**config.mk**
```make
export PLATFORM = sky130hd
export DESIGN_NAME = apb_ucpd_rx_dec_flat
export DESIGN_NICKNAME = d
export VERILOG_FILES = /design/src/rtl/apb_ucpd_rx_dec_if.sv /design/src/rtl/apb_ucpd_rx_dec.sv /design/src/flat_wrapper.sv
export SDC_FILE = /design/constraint.sdc
export NUM_CORES = 1
export LEC_CHECK = 0
export CORE_AREA = 3 3 91 93
export DETAILED_ROUTE_END_ITERATION = 7
export DIE_AREA = 0 0 94 96
export GPL_ROUTABILITY_DRIVEN = 0
export PLACE_DENSITY_LB_ADDON = 0.12
export RECOVER_POWER = 25
export SLEW_MARGIN = 15
export SYNTH_ARGS = -nofsm -noshare
export SYNTH_HDL_FRONTEND = slang
export SYNTH_SLANG_ARGS = --single-unit
```
**constraint.sdc**
```tcl
create_clock -name ic_clk -period 4.7 [get_ports ic_clk]
set_input_delay 0.94 -clock ic_clk [delete_from_list [all_inputs] [get_ports ic_clk]]
set_output_delay 0.94 -clock ic_clk [all_outputs]
set_load 0.05 [all_outputs]
```
**src/rtl/apb_ucpd_rx_dec_if.sv**
```systemverilog
// rtl/apb_ucpd_rx_dec_if.sv - bit-stream input and decode event bundle for the UCPD RX symbol decoder
`timescale 1ns/1ps
interface apb_ucpd_rx_dec_if;
  logic       ucpden;
  logic       receive_en;
  logic       rx_bit_vld;
  logic       rx_bit;
  logic [6:0] ordset_en;
  logic       rx_pre_cmplt;
  logic       rx_sop_cmplt;
  logic [2:0] rx_ordset;
  logic       hrst_vld;
  logic       crst_vld;
  logic [7:0] rx_byte;
  logic       rx_byte_vld;
  logic       eop_ok;
  logic       rx_err;
  logic       rx_busy;

  modport master (
    output ucpden, receive_en, rx_bit_vld, rx_bit, ordset_en,
    input  rx_pre_cmplt, rx_sop_cmplt, rx_ordset, hrst_vld, crst_vld,
           rx_byte, rx_byte_vld, eop_ok, rx_err, rx_busy
  );

  modport slave (
    input  ucpden, receive_en, rx_bit_vld, rx_bit, ordset_en,
    output rx_pre_cmplt, rx_sop_cmplt, rx_ordset, hrst_vld, crst_vld,
           rx_byte, rx_byte_vld, eop_ok, rx_err, rx_busy
  );
endinterface

```
**src/rtl/apb_ucpd_rx_dec.sv**
```systemverilog
// rtl/apb_ucpd_rx_dec.sv - UCPD RX preamble/ordered-set/4b5b decoder; UCPD_RX_ORDSET_3OF4_EN enables 3-of-4 ordered-set match
`timescale 1ns/1ps
module apb_ucpd_rx_dec #(
  parameter int         PRE_MIN_BITS = 16,
  parameter logic [9:0] MAX_BYTES    = 10'd264
) (
  input logic             ic_clk,
  input logic             ic_rst,
  apb_ucpd_rx_dec_if.slave bus
);
  localparam logic [4:0] K_S1  = 5'b11000;
  localparam logic [4:0] K_S2  = 5'b10001;
  localparam logic [4:0] K_S3  = 5'b00110;
  localparam logic [4:0] K_R1  = 5'b00111;
  localparam logic [4:0] K_R2  = 5'b11001;
  localparam logic [4:0] K_EOP = 5'b01101;
  localparam int         PCW     = $clog2(PRE_MIN_BITS + 1);
  localparam logic [PCW-1:0] PRE_TGT = PCW'(PRE_MIN_BITS);

  typedef enum logic [1:0] {IDLE, PRE, SOP, DATA} state_t;

  state_t         state, state_nxt;
  logic [PCW-1:0] pre_cnt, pre_cnt_nxt;
  logic           prev_bit, prev_bit_nxt;
  logic [19:0]    win, win_nxt, win_sh;
  logic [3:0]     bit_cnt, bit_cnt_nxt;
  logic [3:0]     lo_nib, lo_nib_nxt;
  logic [9:0]     byte_cnt, byte_cnt_nxt;
  logic [2:0]     ordset_q, ordset_nxt;
  logic [7:0]     byte_q, byte_nxt;
  logic           pre_p, sop_p, hrst_p, crst_p, bvld_p, eop_p, err_p;
  logic           pre_nxt, sop_nxt, hrst_nxt, crst_nxt, bvld_nxt, eop_nxt, err_nxt;
  logic [6:0]     hit;
  logic [4:0]     sym_dec;

  // Oldest symbol sits in win[4:0]; each symbol's first bit is its LSB.
  function automatic logic set_match(logic [19:0] w, logic [4:0] k0, logic [4:0] k1,
                                     logic [4:0] k2, logic [4:0] k3);
    logic [2:0] hits;
    hits = 3'(w[4:0] == k0) + 3'(w[9:5] == k1) + 3'(w[14:10] == k2) + 3'(w[19:15] == k3);
`ifdef UCPD_RX_ORDSET_3OF4_EN
    return hits >= 3'd3;
`else
    return hits == 3'd4;
`endif
  endfunction

  // Returns {valid, nibble}.
  function automatic logic [4:0] dec5(logic [4:0] s);
    case (s)
      5'b11110: dec5 = 5'h10;  5'b01001: dec5 = 5'h11;
      5'b10100: dec5 = 5'h12;  5'b10101: dec5 = 5'h13;
      5'b01010: dec5 = 5'h14;  5'b01011: dec5 = 5'h15;
      5'b01110: dec5 = 5'h16;  5'b01111: dec5 = 5'h17;
      5'b10010: dec5 = 5'h18;  5'b10011: dec5 = 5'h19;
      5'b10110: dec5 = 5'h1A;  5'b10111: dec5 = 5'h1B;
      5'b11010: dec5 = 5'h1C;  5'b11011: dec5 = 5'h1D;
      5'b11100: dec5 = 5'h1E;  5'b11101: dec5 = 5'h1F;
      default:  dec5 = 5'h00;
    endcase
  endfunction

  assign win_sh  = {bus.rx_bit, win[19:1]};
  assign sym_dec = dec5(win_sh[19:15]);
  assign hit[0]  = bus.ordset_en[0] & set_match(win_sh, K_S1, K_S1, K_S1, K_S2);
  assign hit[1]  = bus.ordset_en[1] & set_match(win_sh, K_S1, K_S1, K_S3, K_S3);
  assign hit[2]  = bus.ordset_en[2] & set_match(win_sh, K_S1, K_S3, K_S1, K_S3);
  assign hit[3]  = bus.ordset_en[3] & set_match(win_sh, K_R1, K_R1, K_R1, K_R2);
  assign hit[4]  = bus.ordset_en[4] & set_match(win_sh, K_R1, K_S1, K_R1, K_S3);
  assign hit[5]  = bus.ordset_en[5] & set_match(win_sh, K_S1, K_R2, K_R2, K_S3);
  assign hit[6]  = bus.ordset_en[6] & set_match(win_sh, K_S1, K_R2, K_S3, K_S2);

  always_ff @(posedge ic_clk or posedge ic_rst) begin
    if (ic_rst) state <= IDLE;
    else        state <= state_nxt;
  end

  always_comb begin
    state_nxt    = state;
    pre_cnt_nxt  = pre_cnt;
    prev_bit_nxt = prev_bit;
    win_nxt      = win;
    bit_cnt_nxt  = bit_cnt;
    lo_nib_nxt   = lo_nib;
    byte_cnt_nxt = byte_cnt;
    ordset_nxt   = ordset_q;
    byte_nxt     = byte_q;
    pre_nxt      = 1'b0;
    sop_nxt      = 1'b0;
    hrst_nxt     = 1'b0;
    crst_nxt     = 1'b0;
    bvld_nxt     = 1'b0;
    eop_nxt      = 1'b0;
    err_nxt      = 1'b0;
    case (state)
      IDLE: begin
        pre_cnt_nxt  = '0;
        prev_bit_nxt = 1'b0;
        win_nxt      = '0;
        bit_cnt_nxt  = '0;
        byte_cnt_nxt = '0;
        state_nxt    = PRE;
      end
      PRE: if (bus.rx_bit_vld) begin
        prev_bit_nxt = bus.rx_bit;
        if (bus.rx_bit != prev_bit)
          pre_cnt_nxt = (pre_cnt == PRE_TGT) ? pre_cnt : pre_cnt + PCW'(1);
        else
          pre_cnt_nxt = PCW'(1);
        if (pre_cnt_nxt == PRE_TGT) begin
          pre_nxt   = 1'b1;
          state_nxt = SOP;
        end
      end
      SOP: if (bus.rx_bit_vld) begin
        win_nxt = win_sh;
        if (hit[3]) begin
          hrst_nxt  = 1'b1;
          state_nxt = IDLE;
        end else if (hit[4]) begin
          crst_nxt  = 1'b1;
          state_nxt = IDLE;
        end else if (|{hit[6:5], hit[2:0]}) begin
          sop_nxt      = 1'b1;
          state_nxt    = DATA;
          bit_cnt_nxt  = '0;
          byte_cnt_nxt = '0;
          if (hit[0])      ordset_nxt = 3'd0;
          else if (hit[1]) ordset_nxt = 3'd1;
          else if (hit[2]) ordset_nxt = 3'd2;
          else if (hit[5]) ordset_nxt = 3'd5;
          else             ordset_nxt = 3'd6;
        end
      end
      DATA: if (bus.rx_bit_vld) begin
        win_nxt     = win_sh;
        bit_cnt_nxt = bit_cnt + 4'd1;
        if (bit_cnt == 4'd4) begin
          if (sym_dec[4]) begin
            lo_nib_nxt = sym_dec[3:0];
          end else begin
            // EOP is only clean between bytes and after at least one byte.
            if (win_sh[19:15] == K_EOP && byte_cnt != 10'd0) eop_nxt = 1'b1;
            else                                            err_nxt = 1'b1;
            state_nxt = IDLE;
          end
        end else if (bit_cnt == 4'd9) begin
          bit_cnt_nxt = '0;
          if (!sym_dec[4] || byte_cnt == MAX_BYTES) begin
            err_nxt   = 1'b1;
            state_nxt = IDLE;
          end else begin
            byte_nxt     = {sym_dec[3:0], lo_nib};
            bvld_nxt     = 1'b1;
            byte_cnt_nxt = byte_cnt + 10'd1;
          end
        end
      end
      default: state_nxt = IDLE;
    endcase
    if (!bus.ucpden || !bus.receive_en) begin
      state_nxt  = IDLE;
      ordset_nxt = ordset_q;
      byte_nxt   = byte_q;
      pre_nxt    = 1'b0;
      sop_nxt    = 1'b0;
      hrst_nxt   = 1'b0;
      crst_nxt   = 1'b0;
      bvld_nxt   = 1'b0;
      eop_nxt    = 1'b0;
      err_nxt    = 1'b0;
    end
  end

  always_ff @(posedge ic_clk or posedge ic_rst) begin
    if (ic_rst) begin
      pre_cnt  <= '0;
      prev_bit <= 1'b0;
      win      <= '0;
      bit_cnt  <= '0;
      lo_nib   <= '0;
      byte_cnt <= '0;
      ordset_q <= '0;
      byte_q   <= '0;
      pre_p    <= 1'b0;
      sop_p    <= 1'b0;
      hrst_p   <= 1'b0;
      crst_p   <= 1'b0;
      bvld_p   <= 1'b0;
      eop_p    <= 1'b0;
      err_p    <= 1'b0;
    end else begin
      pre_cnt  <= pre_cnt_nxt;
      prev_bit <= prev_bit_nxt;
      win      <= win_nxt;
      bit_cnt  <= bit_cnt_nxt;
      lo_nib   <= lo_nib_nxt;
      byte_cnt <= byte_cnt_nxt;
      ordset_q <= ordset_nxt;
      byte_q   <= byte_nxt;
      pre_p    <= pre_nxt;
      sop_p    <= sop_nxt;
      hrst_p   <= hrst_nxt;
      crst_p   <= crst_nxt;
      bvld_p   <= bvld_nxt;
      eop_p    <= eop_nxt;
      err_p    <= err_nxt;
    end
  end

  assign bus.rx_pre_cmplt = pre_p;
  assign bus.rx_sop_cmplt = sop_p;
  assign bus.rx_ordset    = ordset_q;
  assign bus.hrst_vld     = hrst_p;
  assign bus.crst_vld     = crst_p;
  assign bus.rx_byte      = byte_q;
  assign bus.rx_byte_vld  = bvld_p;
  assign bus.eop_ok       = eop_p;
  assign bus.rx_err       = err_p;
  assign bus.rx_busy      = (state == SOP) || (state == DATA);
endmodule

```
**src/flat_wrapper.sv**
```systemverilog
// flat-port wrapper written by rule: the top's interface ports become plain ports
module apb_ucpd_rx_dec_flat 
#(
  parameter int         PRE_MIN_BITS = 16,
  parameter logic [9:0] MAX_BYTES    = 10'd264
)
  (ic_clk, ic_rst, bus_ucpden, bus_receive_en, bus_rx_bit_vld, bus_rx_bit, bus_ordset_en, bus_rx_pre_cmplt, bus_rx_sop_cmplt, bus_rx_ordset, bus_hrst_vld, bus_crst_vld, bus_rx_byte, bus_rx_byte_vld, bus_eop_ok, bus_rx_err, bus_rx_busy);
  apb_ucpd_rx_dec_if bus_i ();
  input logic ic_clk;
  input logic ic_rst;
  input wire logic [$bits(bus_i.ucpden)-1:0] bus_ucpden;
  input wire logic [$bits(bus_i.receive_en)-1:0] bus_receive_en;
  input wire logic [$bits(bus_i.rx_bit_vld)-1:0] bus_rx_bit_vld;
  input wire logic [$bits(bus_i.rx_bit)-1:0] bus_rx_bit;
  input wire logic [$bits(bus_i.ordset_en)-1:0] bus_ordset_en;
  output wire logic [$bits(bus_i.rx_pre_cmplt)-1:0] bus_rx_pre_cmplt;
  output wire logic [$bits(bus_i.rx_sop_cmplt)-1:0] bus_rx_sop_cmplt;
  output wire logic [$bits(bus_i.rx_ordset)-1:0] bus_rx_ordset;
  output wire logic [$bits(bus_i.hrst_vld)-1:0] bus_hrst_vld;
  output wire logic [$bits(bus_i.crst_vld)-1:0] bus_crst_vld;
  output wire logic [$bits(bus_i.rx_byte)-1:0] bus_rx_byte;
  output wire logic [$bits(bus_i.rx_byte_vld)-1:0] bus_rx_byte_vld;
  output wire logic [$bits(bus_i.eop_ok)-1:0] bus_eop_ok;
  output wire logic [$bits(bus_i.rx_err)-1:0] bus_rx_err;
  output wire logic [$bits(bus_i.rx_busy)-1:0] bus_rx_busy;
  assign bus_i.ucpden = bus_ucpden;
  assign bus_i.receive_en = bus_receive_en;
  assign bus_i.rx_bit_vld = bus_rx_bit_vld;
  assign bus_i.rx_bit = bus_rx_bit;
  assign bus_i.ordset_en = bus_ordset_en;
  assign bus_rx_pre_cmplt = bus_i.rx_pre_cmplt;
  assign bus_rx_sop_cmplt = bus_i.rx_sop_cmplt;
  assign bus_rx_ordset = bus_i.rx_ordset;
  assign bus_hrst_vld = bus_i.hrst_vld;
  assign bus_crst_vld = bus_i.crst_vld;
  assign bus_rx_byte = bus_i.rx_byte;
  assign bus_rx_byte_vld = bus_i.rx_byte_vld;
  assign bus_eop_ok = bus_i.eop_ok;
  assign bus_rx_err = bus_i.rx_err;
  assign bus_rx_busy = bus_i.rx_busy;
  apb_ucpd_rx_dec #(.PRE_MIN_BITS(PRE_MIN_BITS), .MAX_BYTES(MAX_BYTES)) u_core (.ic_clk(ic_clk), .ic_rst(ic_rst), .bus(bus_i));
endmodule
```
Yosys cells after proc, flatten, opt, wreduce, memory -nomap -nowiden
Memories as Yosys holds them, arrays and structs flattened.
Index checks and enable logic that the tools add are counted.
{"block": "op_classes", "addsub": 22, "eq_ne": 48, "muxes": 83, "bitwise_logic": 12, "n_reduce_logical": 22}
{"operator": "two-way mux 10 bit", "count": 8}
{"operator": "equality test 5 bit (second input constant)", "count": 9}
{"operator": "adder 3 x 1 -> 3 bit", "count": 14}
{"operator": "two-way mux 1 bit", "count": 40}
{"operator": "one-hot mux 20 bit (2 select lines)", "count": 1}
{"operator": "equality test 5 x 3 -> 1 bit (second input constant)", "count": 6}
{"operator": "one-hot mux 10 bit (3 select lines)", "count": 1}
{"operator": "two-way mux 4 bit", "count": 7}
{"operator": "two-way mux 2 bit", "count": 13}
{"operator": "two-way mux 5 bit", "count": 5}
{"operator": "equality test 3 bit (second input constant)", "count": 7}
{"operator": "two-way mux 20 bit", "count": 1}
{"operator": "AND reduction 6 bit", "count": 3}
{"operator": "!= test 2 bit (second input constant)", "count": 7}
{"operator": "one-hot mux 4 bit (3 select lines)", "count": 1}
{"operator": "adder 1 x 1 -> 2 bit", "count": 5}
{"operator": "adder 10 x 1 -> 10 bit (second input constant)", "count": 1}
{"operator": "equality test 10 x 9 -> 1 bit (second input constant)", "count": 1}
{"operator": "one-hot mux 5 bit (2 select lines)", "count": 1}
{"operator": "nonzero test 10 bit", "count": 1}
{"operator": "two-way mux 3 bit", "count": 3}
{"operator": "!= test 3 x 2 -> 1 bit (second input constant)", "count": 3}
{"operator": "AND reduction 9 bit", "count": 1}
{"operator": "!= test 4 x 1 -> 1 bit (second input constant)", "count": 2}
{"operator": "other kinds (27)", "count": 46}
{"block": "word_totals", "regBits": 64, "romBits": 160, "input_bits": 13, "output_inout_bits": 19, "elab_cells": 204, "n_memories": 1}
{"memory": "(no name shown)", "depth": 32, "width": 5, "read_ports": 1, "rd_ports_with_merged_regs": 0, "write_ports": 0, "line_no": "apb_ucpd_rx_dec.sv:50", "rtl": "case (s)"}

Longest topological paths before layout
{"block": "depth", "word_depth": 13, "ltp_mapped": 14, "mapped_depth_nobuf": 14}

Worst setup path before layout
No wires, ideal clock.
{"block": "synth_path", "path_kind": "input to register", "start": "in bus_rx_bit", "end": "reg u_core.byte_cnt[0]", "setup_ns": 0.146, "t_arrival_ns": 3.739, "required_ns": 4.554, "path_slack_ns": 0.815, "cell_stages": 14, "path_buffers": 2, "path_cell_list": "buf_6 > clkbuf_1 > nand2b_1 > nor3_1 > inv_1 > fa_1 > inv_1 > ha_1 > nand4b_1 > and3_1 > a21boi_0 > nand2_1 > a21oi_1 > o21ai_0"}
{"block": "synth_between", "elab_chain_cells": 7, "elab_cells_between_ends": 33, "cone_classes": "add/sub: 7; eq/ne: 14; bitwise: 7; reduce/logical: 4; memory: 1"}
{"item": "from (decl)", "line_no": "flat_wrapper.sv:14", "rtl": "input wire logic [$bits(bus_i.rx_bit)-1:0] bus_rx_bit;"}
{"item": "equality test 5 bit / equality test 5 x 3 -> 1 bit (equally long branches)", "line_no": "apb_ucpd_rx_dec.sv:40", "rtl": "hits = 3'(w[4:0] == k0) + 3'(w[9:5] == k1) + 3'(w[14:10] == k2) + 3'(w[19:15] == k3);"}
{"item": "adder 3 x 1 -> 3 bit", "line_no": "apb_ucpd_rx_dec.sv:40"}
{"item": "equality test 3 bit", "line_no": "apb_ucpd_rx_dec.sv:44", "rtl": "return hits == 3'd4;"}
{"item": "bitwise AND 1 bit (on tied branches)"}
{"item": "OR reduction 5 bit", "line_no": "apb_ucpd_rx_dec.sv:123", "rtl": "end else if (|{hit[6:5], hit[2:0]}) begin"}
{"item": "!= test 2 x 1 -> 1 bit (no line)"}
{"item": "AND reduction 9 bit (no line) (*)"}
{"item": "to (signal assigned)", "line_no": "apb_ucpd_rx_dec.sv:198", "rtl": "byte_cnt <= byte_cnt_nxt;"}
{"item": "to (decl)", "line_no": "apb_ucpd_rx_dec.sv:28", "rtl": "logic [9:0] byte_cnt, byte_cnt_nxt;"}
Every way passes the cells marked *; elsewhere a longest branch is shown, timed or not.
A chain may end at the register's enable or synchronous reset.

Worst setup path after layout
{"block": "layout_path", "start": "in bus_rx_bit", "end": "reg u_core.byte_cnt[7]"}
Same word-level chain as after synthesis.

==> flow_summary_export.csv <==
group,metric,value,unit
place,dpl_cell_area,4140,um2
pwr,powerDensity,263,nW/um2
sta,hold_viol,0,
logic_synthesis,synth_ff_type,"dfrtp_1",
clocking,clock_latency,340,ps
worst_setup_path,startpoint_type,"input port",
routing,drt_wl_total,8020,um
clocking,holdBufCountCts,0,
logic_synthesis,synth_nets,413,
logic_synthesis,seq_area_frac_synth,0.423,
worst_setup_path,worst_r2r_startpoint,"u_core.win[19]",
floorplan,die_y,96,um
worst_setup_path,critPathMaxFanout,3,
clocking,clockBufferDepth,2,
run,drv_cap,1,
sta,max_freq,0.255,GHz
sta,finalMaxSlewViolations,43,
sta,setup_viol,0,
worst_setup_path,startpoint,"bus_rx_bit",
cells_and_area,mostFrequentLayoutCells,"63 x dfrtp_1, 37 x nand2_1, 30 x clkdlybuf4s50_1",
grt,grt_first_pass_wirelength,13700,um
routing,vias_per_cell,5.60,
worst_setup_path,cpMostUsedCell,"inv_1",
logic_synthesis,synth_cell_types,55,
grt,grt_usage,0.195,
place,port_buffers,31,
floorplan,io_pins,32,
cells_and_area,syn_to_final_growth,17.0,%
sta,worstMarginPinSlew,1570,ps
clocking,cts.reportedPaths.clkPinSlew,70,ps
worst_setup_path,worstPathRequired,4930,ps
routing,vias,2860,
worst_setup_path,end_kind,"flip-flop",
clocking,cts_buffers,9,
worst_setup_path,crit_end,"u_core.byte_cnt[7]",
logic_synthesis,synth.avg_cell_area,10.1,um2
worst_setup_path,cp.buffers_inverters,3,
sta,setup_tns,0,ps
sta,min_period,3920,ps
worst_setup_path,critical_path.cell_chain,"clkdlybuf4s50_1 -> nand2b_1 -> nor3_1 -> inv_1 -> fa_1 -> inv_1 -> ha_1 -> nand4b_1 -> and3_1 -> a21boi_0 -> nand2_1 -> a22o_1 -> a311o_1",
pwr,leakage,2.00,nW
logic_synthesis,synth_edf_count,0,
logic_synthesis,yosysWarnings,0,
cells_and_area,fin_nets,446,
logic_synthesis,async_reset_ff_frac,1.00,
cells_and_area,drive_above_1_share,0.108,
routing,drcViolationCount,0,
logic_synthesis,netlist_instances,371,
clocking,cts.sinks,63,
logic_synthesis,synth-seq-cells,63,
grt,antenna_found_initial,0,
grt,grt_overflow,0,
clocking,postCtsSetupBuffers,0,
worst_hold_path,hold_path_class,"reg2reg",
clocking,tritoncts,"yes",
routing,post_drt_wl_per_cell,15.7,um
outcome,status,"finished, violations left",
grt,grt_pass1_vias,2792,
outcome,violations,"capacitance limit, slew limit",
sta,slew_headroom,-0.0476,
floorplan,die_w,94,um
worst_setup_path,crit_family,"simple AND/OR/NAND/NOR gates",
worst_setup_path,crit_path_max_incr_delay,440,ps
worst_setup_path,critPathKind,"in2reg",
sta,whs,500,ps
routing,drt_iter0_drc,141,
cells_and_area,fin_area,4370,um2
clocking,htree_levels,3,
routing,ant_nets,0,
clocking,root_buffer,"clkbuf_8",
sta,finClkSkew,8.35,ps
worst_setup_path,rr_worst_depth,12,
worst_hold_path,hold_depth,1,
place,dp_hpwl,5810,um
worst_setup_path,crit_arrival,4140,ps
sta,period_share,0.833,
floorplan,dieArea,9020,um2
sta,rsz0062_at_grt,"no",
logic_synthesis,synthesis.area,3730,um2
worst_setup_path,critPathSlowestCell,"fa_1",
grt,grt_max_degree,43,
floorplan,fp.coreArea,7610,um2
cells_and_area,n_antenna_cell,0,
cells_and_area,n_fill_cell,688,
floorplan,num_rows,32,
worst_setup_path,path_depth,13,
worst_setup_path,worst-r2r-setup-slack,1170,ps
cells_and_area,layout_commonest_cell,"dfrtp_1",
clocking,cts_resized,0,
routing,first_pass_iters,4,
floorplan,initial_core_util,0.490,
worst_setup_path,r2r-end,"u_core.byte_cnt[7]",
pwr,peakVddDrop,0.181,mV
## worst min path at each step
| stage | from | to | slack [ps] |
|---|---|---|---|
| finish | u_core.lo_nib[3] | u_core.bus.rx_byte[3] | 500 |
| global route | u_core.lo_nib[3] | u_core.lo_nib[3] | 520 |
| CTS | u_core.lo_nib[3] | u_core.bus.rx_byte[3] | 510 |
| detailed placement | u_core.lo_nib[3] | u_core.bus.rx_byte[3] | 490 |
| global placement | u_core.lo_nib[0] | u_core.lo_nib[0] | 490 |
| floorplan | u_core.lo_nib[0] | u_core.bus.rx_byte[0] | 470 |
## kinds of logic after synthesis
group,share of synthesized area
buffers and inverters,0.0406
flip-flops,0.423
adder cells (fa/ha/maj),0.111
AO/OA/AOI/OAI,0.124
AND/OR/NAND/NOR,0.225
multiplexers,0.0510
XOR/XNOR,0.0258
## power by group
group | internal (W) | leakage [nW] | switching (W)
registers | 0.000544 | 0.879 | 0.00000657
clock network | 0.000327 | 0.114 | 0.000209
logic | 0.0000237 | 1.01 | 0.0000390
## registers in the layout, indices dropped and copies added, names as in the netlist
name and cells:
u_core.bit_cnt 4, u_core.bus.crst_vld 1, u_core.bus.eop_ok 1, u_core.bus.hrst_vld 1, u_core.bus.rx_byte 8, u_core.bus.rx_byte_vld 1
u_core.bus.rx_err 1, u_core.bus.rx_ordset 3, u_core.bus.rx_pre_cmplt 1, u_core.bus.rx_sop_cmplt 1, u_core.byte_cnt 10, u_core.lo_nib 4
u_core.pre_cnt 5, u_core.prev_bit 1, u_core.state 2, u_core.win 19
## cell usage after synthesis, drive strengths merged (2+ instances only)
cell type | count | share of area
a21boi | 3 | 0.0060
a21oi | 11 | 0.015
a22o | 22 | 0.052
and2 | 5 | 0.0084
and3 | 9 | 0.016
buf | 4 | 0.0074
clkbuf | 10 | 0.010
dfrtp | 63 | 0.42
fa | 7 | 0.038
ha | 22 | 0.074
inv | 23 | 0.023
mux2 | 16 | 0.048
nand2 | 38 | 0.040
nand2b | 3 | 0.0070
nand3 | 13 | 0.017
nand3b | 4 | 0.0080
nand4 | 11 | 0.018
nand4b | 4 | 0.0094
nor2 | 23 | 0.023
nor2b | 4 | 0.0067
nor3 | 8 | 0.011
nor3b | 5 | 0.011
nor4 | 4 | 0.011
nor4b | 2 | 0.0047
nor4bb | 3 | 0.0080
o21ai | 22 | 0.030
or2 | 3 | 0.0050
or4bb | 2 | 0.0070
xnor2 | 3 | 0.0070
xor2 | 8 | 0.019
## metal layers
metal  vias to the layer above  track usage  share of wire
met1                      1405        0.264           0.47
met2                        44        0.314           0.48
met3                        14       0.0305          0.030
met4                         0       0.0782          0.020
li1                       1397            -              -
met5                         -            0              0
## area by class of cell
type / count / area, um2 / share of cell area
Multi-Input combinational cell: 271 / 2000 / 0.459
Sequential cell: 63 / 1580 / 0.361
Timing Repair Buffer: 36 / 348 / 0.0797
Clock buffer: 13 / 159 / 0.0364
Tap cell: 102 / 128 / 0.0292
Inverter: 23 / 86.3 / 0.0198
Clock inverter: 3 / 65.1 / 0.0149
## per-stage QoR
step	total power (W)	util	setup slack [ps]	cells
finish	0.00115	0.574	783	511
global route	0.00119	0.574	539	511
CTS	0.00116	0.574	780	511
detailed placement	0.000625	0.544	432	495
global placement	0.000624	0.544	477	495
floorplan	0.000598	-	815	371
Power figures use the tool's default switching activity.
